$ cat config.mk
export PLATFORM = sky130hd
export DESIGN_NAME = arith_arbiter
export DESIGN_NICKNAME = d
export VERILOG_FILES = /design/src/rtl/arith_pkg.sv /design/src/rtl/rr_arb2.sv /design/src/rtl/arith_arbiter.sv
export SDC_FILE = /design/constraint.sdc
export NUM_CORES = 1
export LEC_CHECK = 0
export ABC_AREA = 1
export ABC_CLOCK_PERIOD_IN_PS = 9200
export BUFFER_PORTS_ARGS = -buffer_cell sky130_fd_sc_hd__buf_2
export CORE_ASPECT_RATIO = 1.2
export CORE_UTILIZATION = 51
export DETAILED_ROUTE_END_ITERATION = 12
export PLACE_DENSITY = 0.71
export RECOVER_POWER = 50
export SKIP_LAST_GASP = 1
export SLEW_MARGIN = 30
export SYNTH_ARGS = -nofsm -noshare
export SYNTH_HDL_FRONTEND = slang
export SYNTH_SLANG_ARGS = --single-unit
export TNS_END_PERCENT = 100
$ cat constraint.sdc
create_clock -name clk -period 9.2 [get_ports clk]
set_input_delay 1.84 -clock clk [delete_from_list [all_inputs] [get_ports clk]]
set_output_delay 1.84 -clock clk [all_outputs]
set_load 0.02 [all_outputs]
$ cat src/rtl/arith_pkg.sv
// Shared opcodes and default width for the shared-arithmetic scheduler.
package arith_pkg;

  localparam int unsigned DW_DEFAULT = 16;

  typedef enum logic [1:0] {
    OP_MUL = 2'b00,
    OP_ADD = 2'b01,
    OP_SUB = 2'b10,
    OP_MAC = 2'b11
  } op_t;

endpackage

$ cat src/rtl/rr_arb2.sv
// Two-way round-robin arbiter; last_grant moves only when a grant is consumed.
module rr_arb2 (
  input  logic       clk,
  input  logic       rst,
  input  logic [1:0] valid,
  input  logic       advance,
  output logic [1:0] grant
);

  logic last_grant;

  always_ff @(posedge clk) begin
    if (rst) begin
      last_grant <= 1'b1;
    end else if (advance) begin
      last_grant <= grant[1];
    end
  end

  // On contention the requester that did not win last time is favoured.
  always_comb begin
    grant = 2'b00;
    case (valid)
      2'b01:   grant = 2'b01;
      2'b10:   grant = 2'b10;
      2'b11:   grant = last_grant ? 2'b01 : 2'b10;
      default: grant = 2'b00;
    endcase
  end

endmodule

$ cat src/rtl/arith_arbiter.sv
// Two requesters sharing one multiplier and one adder/subtractor via a 2-stage pipeline.
import arith_pkg::*;

module arith_arbiter #(
  parameter int unsigned DW = DW_DEFAULT
) (
  input  logic            clk,
  input  logic            rst,
  input  logic            req0_valid,
  input  logic [1:0]      req0_op,
  input  logic [DW-1:0]   req0_a,
  input  logic [DW-1:0]   req0_b,
  output logic            req0_ready,
  input  logic            req1_valid,
  input  logic [1:0]      req1_op,
  input  logic [DW-1:0]   req1_a,
  input  logic [DW-1:0]   req1_b,
  output logic            req1_ready,
  output logic            rsp_valid,
  output logic            rsp_id,
  output logic [2*DW-1:0] rsp_data,
  input  logic            rsp_ready
);

  localparam int unsigned RW = 2 * DW;

  logic          s1_valid;
  logic          s1_id;
  op_t           s1_op;
  logic [DW-1:0] s1_a;
  logic [DW-1:0] s1_b;
  logic [RW-1:0] acc0;
  logic [RW-1:0] acc1;

  logic [1:0]    grant;
  logic          s2_load;
  logic          s1_can_accept;
  logic          accept;
  logic [RW-1:0] prod;
  logic [RW-1:0] acc_cur;
  logic [RW-1:0] mac_sum;
  logic [RW-1:0] result;

  rr_arb2 u_arb (
    .clk     (clk),
    .rst     (rst),
    .valid   ({req1_valid, req0_valid}),
    .advance (accept),
    .grant   (grant)
  );

  // S2 drains on consume or when empty; S1 frees up when it moves along.
  assign s2_load       = !rsp_valid || rsp_ready;
  assign s1_can_accept = !s1_valid || s2_load;
  assign accept        = s1_can_accept && (grant != 2'b00) && !rst;
  assign req0_ready    = grant[0] && s1_can_accept && !rst;
  assign req1_ready    = grant[1] && s1_can_accept && !rst;

  // Single shared multiplier feeds both MUL and MAC.
  always_comb begin
    prod    = RW'(s1_a) * RW'(s1_b);
    acc_cur = s1_id ? acc1 : acc0;
    mac_sum = acc_cur + prod;
    result  = '0;
    case (s1_op)
      OP_MUL: result = prod;
      OP_ADD: result = RW'(s1_a) + RW'(s1_b);
      OP_SUB: result = RW'(s1_a) - RW'(s1_b);
      OP_MAC: result = mac_sum;
      default: result = prod;
    endcase
  end

  always_ff @(posedge clk) begin
    if (rst) begin
      s1_valid  <= 1'b0;
      rsp_valid <= 1'b0;
      rsp_id    <= 1'b0;
      rsp_data  <= '0;
      acc0      <= '0;
      acc1      <= '0;
    end else begin
      if (s2_load) begin
        rsp_valid <= s1_valid;
        if (s1_valid) begin
          rsp_id   <= s1_id;
          rsp_data <= result;
          if (s1_op == OP_MAC) begin
            if (s1_id) acc1 <= mac_sum;
            else       acc0 <= mac_sum;
          end
        end
      end
      if (s1_can_accept) begin
        s1_valid <= accept;
      end
    end
  end

  // Operand capture needs no reset: it is qualified by s1_valid.
  always_ff @(posedge clk) begin
    if (accept) begin
      s1_id <= grant[1];
      s1_op <= grant[1] ? op_t'(req1_op) : op_t'(req0_op);
      s1_a  <= grant[1] ? req1_a : req0_a;
      s1_b  <= grant[1] ? req1_b : req0_b;
    end
  end

endmodule

==> qor.csv, run 1 <==
metric,value,unit
path_class,reg2reg,
clkSlewWorstSetupHoldPaths,0.07,ns
holdBufCountCts,0,
critical_path.max_fanout,17,
cp_common_cell,nand2_1,
cts_made_buffers,17,
timing.fmax,123,MHz
required,9.41,ns
antenna_found_initial,0,
synth_nets,3041,
cp-start-kind,flip-flop,
gp_congestion,0.949,
ys_async_sr_fraction,0,%
synth_flop_cell,dfxtp_1,
port_buffers,108,
crit_buf_inv,7,
r2r_cells,36,
min_period,8.15,ns
dr.pass1.iters,6,
synthesis.area,0.0183,mm²
grt_pass1_wl,86.7,mm
slew_headroom,-110,%
nets,3084,
ys_seq_area_share,16.6,%
grt-ovfl-total,0,
setup-violations-final,0,
rsz0062_at_grt,no,
synth_area_per_cell,7.04,µm²
tns,0,ns
drv_cap,4,
critPathMaxStageDelay,0.84,ns
wl,54.4,mm
final_area,0.0198,mm²
design.core.area,0.0352,mm²
die_height,210,µm
yosysUniqueCellTypes,54,
crit_family,adder cells,
finalHoldViolCount,0,
drive_gt1_share,7.44,%
hold_class,reg2reg,
drc,0,
track_usage,30.6,%
post_cts_resized,0,
cts_htree_levels,4,
holdCritStartpoint,acc1[1],
vias,16700,
dp.cells,3090,
fillerInstances,3420,
dp_hpwl,42.6,mm
fin_util,56.2,%
fin_crit_sh,88.6,%
cp_slowest_cell,edfxtp_1,
cts_tree,built,
num_rows,75,
yosysWarnings,0,
finalClockSkew,0.0171,ns
via_per_inst,5.34,
num_antenna_cells,0,
crit_path_end_kind,flip-flop,
synth_edf_count,35,
start_util,52.1,%
rr_startpoint,s1_a[7],
tightestPinTransition,3.15,ns
worstPathArrival,8.36,ns
syn_to_final_growth,7.82,%
io_pins,109,
syn_inst,2604,
holdPathStages,2,
dieArea,0.0367,mm²
drv_slew,178,
cts_max_path_buffers,2,
cts_root_buf,clkbuf_16,
dpl_cell_area,0.0192,mm²
crit_cells,36,
fp.dieW,175,µm
ys_ff_latch,135,
cts_num_sinks,135,
grt_pass1_vias,16600,
clk_latency,0.47,ns
violations,"max-capacitance violations, max-slew violations",
cts_post_setup_buffers_inserted,0,
status,"complete, but fails checks",
layoutNonFillerInstCount,3122,
wl_per_cell,17.4,µm
drt_first_iter_violations,1236,
grt_max_degree,61,
crit_path_start,s1_a[7],
postRouteAntennaNets,0,
-- kinds of logic after synthesis --
kind of cell | synth area share (%)
flops | 16.6
fa+ha+maj | 32.9
buf+inv | 14.3
simple gates | 22.0
compound gates | 11.9
xor+xnor | 2.29
-- tightest hold or removal path: stages, from the launching register on --
cell and delay [ns]:
dfxtp_1 0.31, inv_1 0.06, a21oi_1 0.05
-- flip-flops by register name, indices dropped and copies added (netlist names), 2 cells and up --
signal and flops:
s1_b 16, rsp_data 32, s1_op 2, acc0 32, acc1 32, s1_a 16
-- cells in the final DEF, fill, tap and decap left out, types with 5 or more instances in the layout --
cell type | synthesis | layout
a21o_1 | 5 | 5
a211oi_1 | 5 | 5
nand3_1 | 69 | 69
edfxtp_1 | 35 | 35
ha_1 | 167 | 167
a21oi_1 | 157 | 156
inv_1 | 580 | 580
inv_2 | 8 | 7
dfxtp_1 | 100 | 100
xor2_1 | 28 | 28
nand3_2 | 9 | 9
nor2_1 | 99 | 98
o211ai_1 | 11 | 11
clkbuf_1 | 88 | 40
nand4_1 | 21 | 21
nand2_2 | 23 | 23
nor3_1 | 9 | 9
o21ai_0 | 145 | 145
o21bai_1 | 14 | 14
nor2_2 | 8 | 9
clkbuf_16 | 0 | 17
xnor2_1 | 18 | 18
inv_6 | 0 | 6
buf_4 | 1 | 14
fa_1 | 197 | 197
a31oi_1 | 7 | 7
buf_2 | 7 | 73
inv_8 | 0 | 6
a21oi_2 | 8 | 8
o21ai_1 | 10 | 10
nand2_1 | 715 | 715
-- routing by layer --
layer,vias to the layer above,track usage (%),routed length [µm]
met5,-,0,0
met3,106,3.50,2820
met1,7983,38.8,22800
met2,540,52.1,26500
met4,0,14.1,2220
li1,8034,-,-
-- area by class of cell --
class	instances	area, µm²	area share, %
Timing Repair Buffer	127	621	3.14
Sequential cell	135	3050	15.4
Inverter	590	2220	11.2
Multi-Input combinational cell	1776	12700	64.2
Tap cell	462	578	2.92
Clock buffer	17	425	2.15
Clock inverter	15	196	0.993
-- metrics by stage --
step	hold slack (ns)	setup WS [ns]
floorplan	0.424	2.03
global placement	0.441	1.25
detailed placement	0.447	1.25
CTS	0.461	1.16
global route	0.480	0.481
finish	0.461	1.05
-- Yosys cell counts, types with 4 or more instances --
cell type  number  area [µm²]
edfxtp_1       35        1050
buf_1           6        22.5
buf_2           7        35.0
fa_1          197        3940
nand3_1        69         345
o211ai_1       11        82.6
nor2_1         99         372
nor2_4          4        45.0
a211oi_1        5        37.5
nand2_2        23         144
dfxtp_1       100        2000
a21oi_2         8        70.1
a21oi_1       157         786
nand2_1       715        2680
o2111ai_1       4        35.0
o21ai_1        10        50.1
ha_1          167        2090
inv_1         580        2180
nor2_2          8        50.1
xor2_1         28         245
a31oi_1         7        43.8
inv_2           8        30.0
xnor2_1        18         158
o21ai_0       145         726
a21o_1          5        37.5
o21a_1          4        30.0
nand4_1        21         131
nand3_2         9        90.1
o21bai_1       14         105
nand3b_1        4        30.0
nor3_1          9        45.0
clkbuf_1       88         330
-- worst paths after layout --
check                       to  slack, ns
setup / recovery  rsp_data[30]       1.05
hold / removal         acc1[1]       0.46
setup reg to reg  rsp_data[30]       1.05
hold reg to reg        acc1[1]       0.46
Power of run 1 is not shown: default switching activity piles up to over one toggle a cycle in this logic, so the estimate is an artifact.
==> inputs of run 2 (changes only) <==
--- a/config.mk
+++ b/config.mk
@@ -6,12 +6,12 @@
 export NUM_CORES = 1
 export LEC_CHECK = 0
 export ABC_AREA = 1
-export ABC_CLOCK_PERIOD_IN_PS = 9200
+export ABC_CLOCK_PERIOD_IN_PS = 7300
 export BUFFER_PORTS_ARGS = -buffer_cell sky130_fd_sc_hd__buf_2
 export CORE_ASPECT_RATIO = 1.2
 export CORE_UTILIZATION = 51
 export DETAILED_ROUTE_END_ITERATION = 12
-export PLACE_DENSITY = 0.71
+export PLACE_DENSITY = 0.73
 export RECOVER_POWER = 50
 export SKIP_LAST_GASP = 1
 export SLEW_MARGIN = 30
==> constraint.sdc (replaced) <==
create_clock -name clk -period 7.3 [get_ports clk]
set_input_delay 1.46 -clock clk [delete_from_list [all_inputs] [get_ports clk]]
set_output_delay 1.46 -clock clk [all_outputs]
set_load 0.02 [all_outputs]
==> run 2 against run 1 <==
  * The flow still finishes with violations (max-capacitance violations, max-slew violations)
  * First-iteration DRC count rose by 4.9%
  * Worst setup slack got worse by 0.90 ns
  * Fmax rose by 14%
  * Clock-buffer cell count did not move
  * Critical path depth did not move
  * Sequential share of layout area fell by 1.5 points
  * Non-clock buffer count rose by 176
  * Utilization rose by 6.0 points
  * Final cell count rose by 5.6%
  * Via count rose by 4.4%
  * Die area did not move
  * Largest cell class unchanged
==> qor.csv, run 2 (synthesized netlist as in run 1, its figures left out) <==
metric,value,unit
nets,3260,
track_usage,29.9,%
num_rows,75,
critPathMaxStageDelay,0.52,ns
dr.pass1.iters,6,
cts_made_buffers,17,
drive_gt1_share,18.2,%
clk_latency,0.48,ns
fin_util,62.2,%
grt_pass1_wl,85.7,mm
drv_cap,3,
grt_max_degree,60,
worstPathArrival,7.52,ns
final_common_cell,nand2_1,
mostFrequentLayoutCells,"nand2_1 (679), inv_1 (560), fa_1 (191)",
required,7.66,ns
cp_common_cell,inv_1,
via_per_inst,5.27,
slew_headroom,-60.8,%
drt_first_iter_violations,1297,
antenna_found_initial,0,
dp_hpwl,43.1,mm
syn_to_final_growth,19.3,%
cp-endpoint,acc0[30],
gp_congestion,0.938,
grt-ovfl-total,0,
io_pins,109,
wl_per_cell,16.7,µm
cts_tree,built,
setup-violations-final,0,
top_regs,"acc0 (32), acc1 (32), rsp_data (32)",
start_util,52.1,%
rsz0062_at_grt,yes,
finalHoldViolCount,0,
design.core.area,0.0352,mm²
rr_startpoint,s1_a[9],
hold_class,reg2reg,
timing.fmax,140,MHz
r2r_cells,36,
num_antenna_cells,0,
grt_pass1_vias,17300,
cts_max_path_buffers,2,
postRouteAntennaNets,0,
crit_path_start,s1_a[9],
rrSetupSlack,0.15,ns
drc,0,
fillerInstances,3151,
seq_area,0.00305,mm²
critical_path.max_fanout,5,
r2r-end,acc0[30],
min_period,7.15,ns
vias,17400,
die_height,210,µm
wl,55.0,mm
violations,"max-capacitance violations, max-slew violations",
clkSlewWorstSetupHoldPaths,0.07,ns
status,"complete, but fails checks",
crit_path_end_kind,flip-flop,
fin_crit_sh,98.0,%
cts_htree_levels,4,
tightestPinTransition,2.41,ns
cp_slowest_cell,fa_1,
multiInputGateArea,0.0134,mm²
path_class,reg2reg,
cp-start-kind,flip-flop,
port_buffers,108,
dieArea,0.0367,mm²
cts_num_sinks,135,
finalClockSkew,0.0151,ns
cts_root_buf,clkbuf_16,
drv_slew,110,
fp.dieW,175,µm
-- run 2: through the flow --
step / setup TNS [ns] / hold slack, ns / cells / cell area (µm²) / setup WS [ns]
after floorplan: 0 / 0.424 / 2604 / 18300 / 0.132
after global placement: -0.436 / 0.443 / 3222 / 20300 / -0.113
after detailed placement: -0.759 / 0.443 / 3222 / 20300 / -0.174
after CTS: -0.0116 / 0.453 / 3257 / 21000 / -0.0116
after global routing: -1.91 / 0.479 / 3298 / 21900 / -0.166
final: 0 / 0.453 / 3298 / 21900 / 0.145
-- run 2: what timing repair did --
item                                    in CTS  in global routing
resized for setup                           15                161
pin swaps                                    5                 78
buffers inserted                             3                 41
hold buffers                                 0                  0
endpoints found under the setup margin      18                 45
cloned                                       0                  0
-- run 2: worst min path at each step --
| stage | start | end | slack [ns] | cells after the start |
|---|---|---|---|---|
| CTS | acc1[1] | acc1[1] | 0.45 | 2 |
| global route | acc1[1] | acc1[1] | 0.48 | 2 |
| floorplan | acc1[1] | acc1[1] | 0.42 | 2 |
| finish | acc1[1] | acc1[1] | 0.45 | 2 |
| detailed placement | acc1[1] | acc1[1] | 0.44 | 2 |
| global placement | acc1[1] | acc1[1] | 0.44 | 2 |
-- run 2: area by class of cell --
| class | count | share of cell area, % |
|---|---|---|
| timing repair buffer | 303 | 9.23 |
| clock buffer | 17 | 1.94 |
| sequential | 135 | 14.0 |
| inverter | 590 | 10.1 |
| tap | 462 | 2.64 |
| clock inverter | 15 | 0.778 |
| multi-input combinational | 1776 | 61.3 |
-- run 2: metal layers --
layer | part of all wire (%) | vias to the layer above | GRT usage (%)
li1 | - | 8375 | -
met1 | 41 | 8324 | 36.9
met2 | 50 | 573 | 52.0
met3 | 5.2 | 119 | 4.28
met4 | 3.8 | 0 | 12.8
met5 | 0 | - | 0
-- run 2: worst max-delay path, delay by kind of cell (launching register included) --
kind,cells,cell delay (ns)
XOR/XNOR,1,0.22
AO/OA/AOI/OAI,5,0.62
buffers and inverters,11,0.97
adder cells (fa/ha/maj),8,3.54
AND/OR/NAND/NOR,11,1.15
flip-flops,1,0.51
Power of run 2 is left out for the same reason.
